$ cat src/rtl/conv_pkg.sv
// conv_pkg: shared types and geometry for the 3x3 valid convolution scheduler.
// The image is 28x28 words starting at word 0, the nine weights sit at words
// 784..792 and the bias at word 793. Outputs form a 26x26 grid.
package conv_pkg;

   localparam int unsigned IMG_W  = 28;
   localparam int unsigned K      = 3;
   localparam int unsigned OUT_W  = 26;
   localparam int unsigned W_BASE = 784;
   localparam int unsigned B_WORD = 793;
   localparam int unsigned N_OUT  = 676;

   typedef enum logic [2:0] {
      ST_IDLE    = 3'd0,
      ST_LOAD_W  = 3'd1,
      ST_LOAD_B  = 3'd2,
      ST_FETCH   = 3'd3,
      ST_COMPUTE = 3'd4,
      ST_WRITE   = 3'd5,
      ST_DONE    = 3'd6
   } state_t;

endpackage

$ cat src/rtl/conv_win_addr.sv
// conv_win_addr: word address of tap k of the 3x3 window anchored at output
// (r,c). Tap k maps to (ky,kx) = (k/3, k%3); address = (r+ky)*IMG_W + (c+kx).
// Purely combinational; taps outside 0..8 resolve to the window origin.
module conv_win_addr
   import conv_pkg::*;
(
   input  logic [4:0]  i_r,
   input  logic [4:0]  i_c,
   input  logic [3:0]  i_k,
   output logic [31:0] o_word
);

   logic [1:0]  w_ky;
   logic [1:0]  w_kx;
   logic [31:0] w_row;
   logic [31:0] w_col;

   // Split the tap index into its row and column offsets inside the window.
   always_comb begin
      w_ky = 2'd0;
      w_kx = 2'd0;
      case (i_k)
         4'd0: begin w_ky = 2'd0; w_kx = 2'd0; end
         4'd1: begin w_ky = 2'd0; w_kx = 2'd1; end
         4'd2: begin w_ky = 2'd0; w_kx = 2'd2; end
         4'd3: begin w_ky = 2'd1; w_kx = 2'd0; end
         4'd4: begin w_ky = 2'd1; w_kx = 2'd1; end
         4'd5: begin w_ky = 2'd1; w_kx = 2'd2; end
         4'd6: begin w_ky = 2'd2; w_kx = 2'd0; end
         4'd7: begin w_ky = 2'd2; w_kx = 2'd1; end
         4'd8: begin w_ky = 2'd2; w_kx = 2'd2; end
         default: begin w_ky = 2'd0; w_kx = 2'd0; end
      endcase
   end

   assign w_row  = 32'(i_r) + 32'(w_ky);
   assign w_col  = 32'(i_c) + 32'(w_kx);
   assign o_word = w_row * IMG_W + w_col;

endmodule

$ cat src/rtl/conv_sched.sv
// conv_sched: sequencer for one full 3x3 valid convolution of a 28x28 image.
// Loads nine weights and the bias once per start, then for each of the 676
// outputs fetches the nine window words, kicks the datapath, waits for it and
// writes the result. All M0 read strobes are decoded from the current state so
// that a returned word can be forwarded to the datapath in the following cycle.
// Optional build macro: CONV_SCHED_STATS_EN adds the cyc_cnt busy-cycle counter.
module conv_sched
   import conv_pkg::*;
(
   input  logic        clk,
   input  logic        rst,
   input  logic        start,
   output logic        finish,
   output logic        M0_R_req,
   output logic [31:0] M0_addr,
   input  logic [31:0] M0_R_data,
   output logic [3:0]  M1_W_req,
   output logic [31:0] M1_addr,
   output logic [31:0] M1_W_data,
   output logic        dp_w_load,
   output logic        dp_b_load,
   output logic        dp_in_load,
   output logic [3:0]  dp_idx,
   output logic [31:0] dp_data,
   output logic        dp_go,
   input  logic        dp_done,
   input  logic [31:0] dp_result
`ifdef CONV_SCHED_STATS_EN
   ,
   output logic [31:0] cyc_cnt
`endif
);

   localparam logic [3:0] TAP_LAST = 4'(K * K - 1);
   localparam logic [4:0] POS_LAST = 5'(OUT_W - 1);

   state_t      r_state;
   logic [4:0]  r_r;
   logic [4:0]  r_c;
   logic [3:0]  r_k;
   logic        r_finish;
   logic        r_wld;
   logic        r_bld;
   logic        r_inld;
   logic [3:0]  r_idx;
   logic        r_go;
   logic [3:0]  r_wreq;
   logic [31:0] r_m1_addr;
   logic [31:0] r_m1_data;

   logic [31:0] w_tap_word;
   logic [31:0] w_rd_word;
   logic        w_rd_req;
   logic [31:0] w_m1_word;
   logic        w_last_out;

   conv_win_addr u_win_addr (
      .i_r    (r_r),
      .i_c    (r_c),
      .i_k    (r_k),
      .o_word (w_tap_word)
   );

   assign w_m1_word  = 32'(r_r) * OUT_W + 32'(r_c);
   assign w_last_out = (r_r == POS_LAST) && (r_c == POS_LAST);

   // Decode the M0 read request and word address from the current state.
   always_comb begin
      w_rd_req  = 1'b0;
      w_rd_word = '0;
      case (r_state)
         ST_LOAD_W: begin
            w_rd_req  = 1'b1;
            w_rd_word = W_BASE + 32'(r_k);
         end
         ST_LOAD_B: begin
            w_rd_req  = 1'b1;
            w_rd_word = B_WORD;
         end
         ST_FETCH: begin
            if (r_k <= TAP_LAST) begin
               w_rd_req  = 1'b1;
               w_rd_word = w_tap_word;
            end
         end
         default: begin
            w_rd_req  = 1'b0;
            w_rd_word = '0;
         end
      endcase
   end

   // Sequencer: state, loop counters and the registered single-cycle strobes.
   always_ff @(posedge clk) begin
      if (!rst) begin
         r_state   <= ST_IDLE;
         r_r       <= 5'd0;
         r_c       <= 5'd0;
         r_k       <= 4'd0;
         r_finish  <= 1'b0;
         r_wld     <= 1'b0;
         r_bld     <= 1'b0;
         r_inld    <= 1'b0;
         r_idx     <= 4'd0;
         r_go      <= 1'b0;
         r_wreq    <= 4'd0;
         r_m1_addr <= '0;
         r_m1_data <= '0;
      end else begin
         r_wld     <= 1'b0;
         r_bld     <= 1'b0;
         r_inld    <= 1'b0;
         r_idx     <= 4'd0;
         r_go      <= 1'b0;
         r_wreq    <= 4'd0;
         r_m1_addr <= '0;
         r_m1_data <= '0;
         case (r_state)
            ST_IDLE: begin
               if (start) begin
                  r_state <= ST_LOAD_W;
                  r_r     <= 5'd0;
                  r_c     <= 5'd0;
                  r_k     <= 4'd0;
               end
            end
            ST_LOAD_W: begin
               // Weight k requested now is presented next cycle.
               r_wld <= 1'b1;
               r_idx <= r_k;
               if (r_k == TAP_LAST) begin
                  r_k     <= 4'd0;
                  r_state <= ST_LOAD_B;
               end else begin
                  r_k <= r_k + 4'd1;
               end
            end
            ST_LOAD_B: begin
               r_bld   <= 1'b1;
               r_k     <= 4'd0;
               r_state <= ST_FETCH;
            end
            ST_FETCH: begin
               // k = 0..8 issue reads; k = 9 is the cycle tap 8 is presented,
               // so the kick lands in the following cycle.
               if (r_k <= TAP_LAST) begin
                  r_inld <= 1'b1;
                  r_idx  <= r_k;
                  r_k    <= r_k + 4'd1;
               end else begin
                  r_go    <= 1'b1;
                  r_k     <= 4'd0;
                  r_state <= ST_COMPUTE;
               end
            end
            ST_COMPUTE: begin
               // A done coinciding with the kick cycle cannot belong to it.
               if (dp_done && !r_go) begin
                  r_wreq    <= 4'b1111;
                  r_m1_addr <= {w_m1_word[29:0], 2'b00};
                  r_m1_data <= dp_result;
                  r_state   <= ST_WRITE;
               end
            end
            ST_WRITE: begin
               r_k <= 4'd0;
               if (w_last_out) begin
                  r_r      <= 5'd0;
                  r_c      <= 5'd0;
                  r_finish <= 1'b1;
                  r_state  <= ST_DONE;
               end else begin
                  if (r_c == POS_LAST) begin
                     r_c <= 5'd0;
                     r_r <= r_r + 5'd1;
                  end else begin
                     r_c <= r_c + 5'd1;
                  end
                  r_state <= ST_FETCH;
               end
            end
            ST_DONE: begin
               if (start) begin
                  r_finish <= 1'b0;
                  r_r      <= 5'd0;
                  r_c      <= 5'd0;
                  r_k      <= 4'd0;
                  r_state  <= ST_LOAD_W;
               end
            end
            default: r_state <= ST_IDLE;
         endcase
      end
   end

`ifdef CONV_SCHED_STATS_EN
   logic [31:0] r_cyc;

   // Busy-cycle counter: restarts on an accepted start, holds in IDLE/DONE.
   always_ff @(posedge clk) begin
      if (!rst) begin
         r_cyc <= '0;
      end else if ((r_state == ST_IDLE || r_state == ST_DONE) && start) begin
         r_cyc <= '0;
      end else if (r_state != ST_IDLE && r_state != ST_DONE) begin
         r_cyc <= r_cyc + 32'd1;
      end
   end

   assign cyc_cnt = r_cyc;
`endif

   assign finish     = r_finish;
   assign M0_R_req   = w_rd_req;
   assign M0_addr    = {w_rd_word[29:0], 2'b00};
   assign M1_W_req   = r_wreq;
   assign M1_addr    = r_m1_addr;
   assign M1_W_data  = r_m1_data;
   assign dp_w_load  = r_wld;
   assign dp_b_load  = r_bld;
   assign dp_in_load = r_inld;
   assign dp_idx     = r_idx;
   assign dp_go      = r_go;
   // Memory data is forwarded only in a load cycle so the bus idles at zero.
   assign dp_data    = (r_wld || r_bld || r_inld) ? M0_R_data : '0;

endmodule
$ cat config.mk
export PLATFORM = sky130hd
export DESIGN_NAME = conv_sched
export DESIGN_NICKNAME = d
export VERILOG_FILES = /design/src/rtl/conv_pkg.sv /design/src/rtl/conv_win_addr.sv /design/src/rtl/conv_sched.sv
export SDC_FILE = /design/constraint.sdc
export NUM_CORES = 1
export LEC_CHECK = 0
export BUFFER_PORTS_ARGS = -buffer_cell sky130_fd_sc_hd__buf_2
export CORE_MARGIN = 2
export CORE_UTILIZATION = 30
export CTS_CLUSTER_SIZE = 8
export DETAILED_ROUTE_END_ITERATION = 10
export GPL_ROUTABILITY_DRIVEN = 0
export SLEW_MARGIN = 10
export SYNTH_ARGS = -nofsm -noshare
export SYNTH_HDL_FRONTEND = slang
export SYNTH_SLANG_ARGS = --single-unit
$ cat constraint.sdc
create_clock -name clk -period 4.2 [get_ports clk]
set_input_delay 0.42 -clock clk [delete_from_list [all_inputs] [get_ports clk]]
set_output_delay 0.42 -clock clk [all_outputs]
set_load 0.01 [all_outputs]
==> impl_results.md, run 1 <==
- Status: complete, but fails checks
- Failing checks: negative setup slack
- Commonest non-fill, non-tap cell in the layout: buf_2
- Setup_tns: -113 ps
- Post-Place Cells: 918
- Rows: 46
- Vertical die dimension: roughly 130 µm
- Internal power: 1.56 mW
- Setup-failing EPs final: 3
- Vias in the first global route: 3,407
- Clk_lat worst skew: 340 ps
- WL final: 11.3 mm
- RSZ-0062 raised after global routing: yes
- N_diodes: 0
- Clk sinks: 74
- Final-report hold violation count: 0
- Dominant cell type by area after synthesis: dfxtp_1
- Switching Fraction: 33.2%
- First-pass GRT wire length: 17.0 mm
- Async SR Flop Fraction: 0%
- Commonest non-fill, non-tap cells in the layout: buf_2, dfxtp_1, ha_1
- Switch Pwr: 0.779 mW
- Root Driver: clkbuf_16
- Gr ovfl total: 0
- Required @ worst endpoint: 3780 ps
- Initial Utilization: a little under a third
- Non-Filler Instances: 941
- Initial antenna violation count: 0
- Longest Clk Path Bufs: 2
- Final cycle utilization of the critical path: 101%
- Fraction of layout cells with a size suffix above 1: 31.7%
- Clk network pwr share: 34.9%
- Top_reg_cell synth: dfxtp_1
- Post-Syn Instances: 552
- CTS clk-pin slew, worst paths: 60 ps
- Area of the die: around 17,000 µm²
- Final nets: 842
- Post-synthesis register bit count: 74
- Hold_sp: dp_result[1]
- Arrival @ worst endpoint: 3840 ps
- Synth Area per Inst: 8.69 µm²
- Biggest cell delay along the critical path: a little over 600 ps
- Worst Setup End Kind: primary output
- Total GRT Usage: 12.7%
- Synth top area share: 30.9%
- IO Port Bufs: 168
- Sequential power share: 34.6%
- Final Skew: 8.07 ps
- Max_slew headroom: 42.3%
- Cts bufs inserted: 9
- Fin Hold WS: 281 ps
- CP startpoint kind: register
- EDFF count, synth: 0
- DR pass1 iterations: 5
- Area grow syn2layout: 28.3%
- Maximum fanout along the worst path: 5
- Starting DRC count in detailed routing: 207
- Layout Utilization: approximately 39%
- CTS tree: done
- Least-Margin Pin Slew: 864 ps
- Post-route ant nets: 0
- # DRC: 0
- Crit path kind: register to primary output
- Core area: about 16,000 µm²
- Die width: 130 µm
- Top cells by area, synth: dfxtp_1, ha_1, buf_4
- Cell Pwr Density: 381 nW/µm²
- R2r startpoint: r_r[1]$_SDFFE_PN0P_
- Via/cell ratio: 4.23
- Comb pwr share: 30.5%
- Critical-path top delay cell: fa_2
- Final HPWL from detailed placement: 8.71 mm
- R2R setup slack: 1220 ps
- Largest net degree at the start of global routing: 36
- Setup ws final: -56.8 ps
- Max VDD drop: 222 µV
- Cell area after layout: 6150 µm²
- Max cap viols: 0
- Post-synthesis sequential area ratio: 30.9%
- H-Tree Depth: 3
- Fmax: roughly 0.23 GHz
- WL/cell: 12.0 µm
- Hold EP: M1_W_data[1]$_SDFF_PN0_
- Fill count: 1,648
- Synth Cell Area: 4800 µm²
- Minimum clock period: 4260 ps
- Via count: 3,982
- Cell variety after synth: 64
- Hold path cells: 2
- IO Count: 210
- Ys Warns: 0
- Leakage: approximately 3.1 nW
- Placed Instance Area: 5670 µm²
- Final Max Tran Viols: 0
- Hold Crit Class: input pin to register
- Cell depth of the worst flop-to-flop path: 12
- R2r endpoint: M1_addr[10]$_SDFF_PN0_
- Crit-path cells: ha_4, fa_2, xor2_4, fa_1, ha_4, fa_2, o211ai_1, nor4_2, nand2b_1, xor2_1, o21ai_1, buf_2
## stage by stage
stage / setup WS [ps] / power (mW)
6_report: -56.8 / 2.34
5_1_grt: -200 / 2.51
4_1_cts: 2.39 / 2.35
3_5_place_dp: 30.0 / 1.51
3_3_place_gp: 70.9 / 1.52
2_1_floorplan: 112 / 1.32
## critical path: cells and delay by family, from the launching register on
family                   cells  cell delay [ps]
AO/OA/AOI/OAI                2              220
XOR/XNOR                     2              360
adder cells (fa/ha/maj)      5             1870
buffers and inverters        1              160
flip-flops                   1              330
AND/OR/NAND/NOR              2              550
## Yosys cell counts (5+ instances only)
cell type and number:
a211oi_1 7, nor2_1 41, nand2b_1 7, fa_1 7, nand4_1 5, xnor2_1 19
nor2b_1 43, a21oi_1 19, inv_1 29, nand2_1 32, xor2_1 13, o21ai_0 18
ha_1 47, buf_4 46, a21o_1 8, clkbuf_1 8, dfxtp_1 74, nand3_1 10
nor3_1 6, and2_1 38
## power groups by stage
stage               clock, mW  combinational [mW]  sequential [mW]
floorplan                   0               0.539            0.783
global placement            0               0.696            0.821
detailed placement          0               0.689            0.822
CTS                     0.839               0.701            0.808
global route            0.877               0.809            0.820
finish                  0.818               0.715            0.811
## registers in the layout (all words and copies together) (netlist names)
register,flops
dp_idx,4
dp_w_load,1
u_win_addr.w_kx,2
r_r,5
dp_in_load,1
r_k,4
r_c,5
M1_W_data,32
u_win_addr.w_ky,2
M1_W_req,1
r_state,3
finish,1
dp_go,1
M1_addr,11
dp_b_load,1
## routing by layer
layer | vias up | track usage (%) | wire (µm)
met2 | 126 | 18.0 | 4760
met5 | - | 0 | 0
met1 | 1749 | 18.3 | 5560
met4 | 0 | 3.00 | 95
met3 | 8 | 4.48 | 891
li1 | 2099 | - | -
## what timing repair did
action / CTS / global route
hold buffers: 0 / 0
gates resized for setup: 8 / 18
pin swaps: 1 / 12
buffers inserted: 0 / 7
endpoints found under the setup margin: 5 / 5
## layout make-up
cell class	instances	area, µm²	share of cell area (%)
Clock inverter	6	90.1	1.46
Timing Repair Buffer	179	923	15.0
Multi-Input combinational cell	425	3040	49.4
Tap cell	216	270	4.39
Sequential cell	74	1490	24.2
Inverter	31	116	1.89
Clock buffer	10	229	3.72
## cells by family (layout without fill, tap and decap cells)
logic type	Yosys count	in the layout	synth area share, %
flops	74	74	30.9
buf+inv	93	226	11.3
simple gates	210	210	24.2
mux	2	2	0.444
compound gates	85	85	11.8
xor+xnor	32	32	5.84
fa+ha+maj	55	55	15.4
other cells	1	41	0.0782
## how the worst max path moves through the flow
stage | startpoint | to | slack [ps] | cells after the start
after CTS | r_r[2]$_SDFFE_PN0P_ | M0_addr[12] | 2 | 15
after global routing | u_win_addr.w_ky[0]$_SDFF_PP0_ | M0_addr[11] | -200 | 13
after floorplan | r_r[0]$_SDFFE_PN0P_ | M0_addr[13] | 110 | 11
after global placement | r_r[0]$_SDFFE_PN0P_ | M0_addr[13] | 70 | 12
after detailed placement | r_r[0]$_SDFFE_PN0P_ | M0_addr[13] | 30 | 12
final | u_win_addr.w_ky[0]$_SDFF_PP0_ | M0_addr[11] | -60 | 12
No activity file was read; power rests on OpenSTA's default activity.
==> run 2, diff against run 1 <==
Settings changed: SYNTH_HIERARCHICAL set to 1.
==> run 2 against run 1 <==
The run still ends with negative setup slack left. Critical path type unchanged. Non-clock buffer count increased by 31. Critical path depth increased by 9. Area after synthesis increased by 0.16%. Register-to-register slack improved by 110 ps. Worst setup slack got worse by 200 ps. Clock skew about the same.
==> impl_results.md, run 2 <==
- Crit path kind: register to primary output
- Switch Pwr: 0.918 mW
- Comb pwr share: 38.5%
- Max_slew headroom: between 50% and 60%
- Longest Clk Path Bufs: 2
- Area of the multi-input gates: 3230 µm²
- Fraction of layout cells with a size suffix above 1: 39.0%
- Maximum fanout along the worst path: 3
- Final Max Tran Viols: 0
- Starting DRC count in detailed routing: about 210
- Placed Instance Area: 5900 µm²
- Internal power: 1.64 mW
- Arrival @ worst endpoint: 4040 ps
- Area grow syn2layout: 36.2%
- Via count: ~4,000
- Post-Place Cells: approximately 940
- Clk network pwr share: a little under 30%
- Clk_lat worst skew: between 300 and 400 ps
- Initial Utilization: 30.5%
- Cell area after layout: 6540 µm²
- Largest net degree at the start of global routing: 37
- CTS clk-pin slew, worst paths: approximately 60 ps
- Cell Pwr Density: 391 nW/µm²
- Sequential power share: 31.8%
- Vertical die dimension: roughly 130 µm
- Fin Hold WS: 279 ps
- Max cap viols: 0
- IO Port Bufs: approximately 170
- Final-report hold violation count: 0
- First-pass GRT wire length: 16.5 mm
- Total GRT Usage: roughly an eighth
- H-Tree Depth: 3
- Pwr Total: 2.56 mW
- Hold Crit Class: input pin to register
- Initial antenna violation count: 0
- Final HPWL from detailed placement: 8.49 mm
- Gr ovfl total: 0
- Worst Setup End Kind: primary output
- Commonest non-fill, non-tap cells in the layout: buf_2, dfxtp_1, and2_1
- # DRC: 0
- DR pass1 iterations: 6
- Required @ worst endpoint: about 3800 ps
- RSZ-0062 raised after global routing: yes
- Synth Area per Inst: a little under 9 µm²
- Setup WS pre-CTS: -79.1 ps
- Non-Filler Instances: 972
- Least-Margin Pin Slew: around 650 ps
- R2R setup slack: between 1000 and 1500 ps
- Final Skew: 7.68 ps
- Leakage: 3.35 nW
- Post-Syn Instances: 550
- Synth Cell Area: 4800 µm²
- WL final: 11.0 mm
- Status: complete, but fails checks
- IO Count: 210
- Failing checks: negative setup slack
- Largest register FFs: 32
- Hold-fix buffers at CTS: 0
- Layout Utilization: about two fifths
- N_diodes: 0
- Core area: about 16,000 µm²
- Vias in the first global route: 3,536
- Die width: roughly 130 µm
- Post-route ant nets: 0
- Cts bufs inserted: 9
- Rows: 46
- Final cycle utilization of the critical path: 106%
- Minimum clock period: between 4000 and 5000 ps
- Fill count: 1,602
- Area of the die: 17,000 µm²
- Commonest non-fill, non-tap cell in the layout: buf_2
- Final nets: 871
- Setup-failing EPs final: 6
- Max VDD drop: 170 µV
- Ys Warns: 6
- WL/cell: 11.3 µm
- Switching Fraction: 35.9%
- Fmax: 0.224 GHz
- CP startpoint kind: register
- CTS tree: done
- Setup ws final: -256 ps
- Root Driver: clkbuf_16
- Setup_tns: -1080 ps
- Register area: between 1000 and 1500 µm²
- Via/cell ratio: roughly 4.2
- Clk sinks: 70
-- run 2: cell count changes in the layout (fill, tap and decap cells not counted), sizes merged, moves of 3 or more --
cell / previous run / this run
nor2: 41 / 38
dfxtp: 74 / 70
mux2i: 1 / 4
nor2b: 45 / 40
nand2b: 9 / 4
ha: 47 / 44
inv: 32 / 43
buf: 179 / 210
xor2: 13 / 16
and2: 38 / 60
nand2: 32 / 26
nor3: 6 / 3
nand3: 10 / 6
a21oi: 20 / 15
-- run 2: worst max-delay path, stage by stage, from the launching register on --
cell	delay (ps)
dfxtp_4	380
inv_4	50
ha_4	160
nand2_2	50
nor2_1	30
a21o_1	170
ha_1	270
a21o_1	130
nand2_2	90
xor2_4	190
buf_6	140
fa_1	530
inv_2	50
ha_4	260
o21ai_2	50
o21ai_2	140
a21oi_2	80
xor2_2	200
nor4_4	280
xor2_1	180
and2_1	140
buf_2	130
-- run 2: power groups by stage --
stage | Clock [mW] | Sequential [mW] | Combinational (mW)
floorplan | 0 | 0.792 | 0.676
finish | 0.760 | 0.812 | 0.985
CTS | 0.784 | 0.810 | 0.953
detailed placement | 0 | 0.820 | 0.910
global route | 0.813 | 0.825 | 1.12
global placement | 0 | 0.820 | 0.909
-- run 2: final timing paths --
path,startpoint,to,depth (start not counted)
max reg2reg,r_r[2]$_SDFFE_PN0P_,M1_addr[11]$_SDFF_PN0_,10
min reg2reg,finish$_SDFFE_PN0P_,finish$_SDFFE_PN0P_,3
max,r_k[1]$_SDFFE_PN0P_,M0_addr[12],21
min,dp_result[16],M1_W_data[16]$_SDFF_PN0_,2
-- run 2: layout make-up --
| class | count | share of cell area (%) |
|---|---|---|
| multi-input combinational | 418 | 49.4 |
| sequential | 70 | 21.5 |
| timing repair buffer | 210 | 17.9 |
| tap | 216 | 4.13 |
| clock buffer | 10 | 3.50 |
| inverter | 42 | 2.49 |
| clock inverter | 6 | 1.05 |
-- run 2: metal layers --
layer / wire length (µm) / vias to the layer above / GRT usage, %
met1: 4670 / 1808 / 14.6
li1: - / 2120 / -
met3: 511 / 11 / 2.61
met2: 5700 / 98 / 21.3
met4: 146 / 0 / 4.19
met5: 0 / - / 0
-- run 2: what timing repair did --
| action | in CTS | in global routing |
|---|---|---|
| setup endpoints to repair | 6 | 7 |
| resized for setup | 25 | 32 |
| setup buffers | 5 | 8 |
| pin swaps | 14 | 24 |
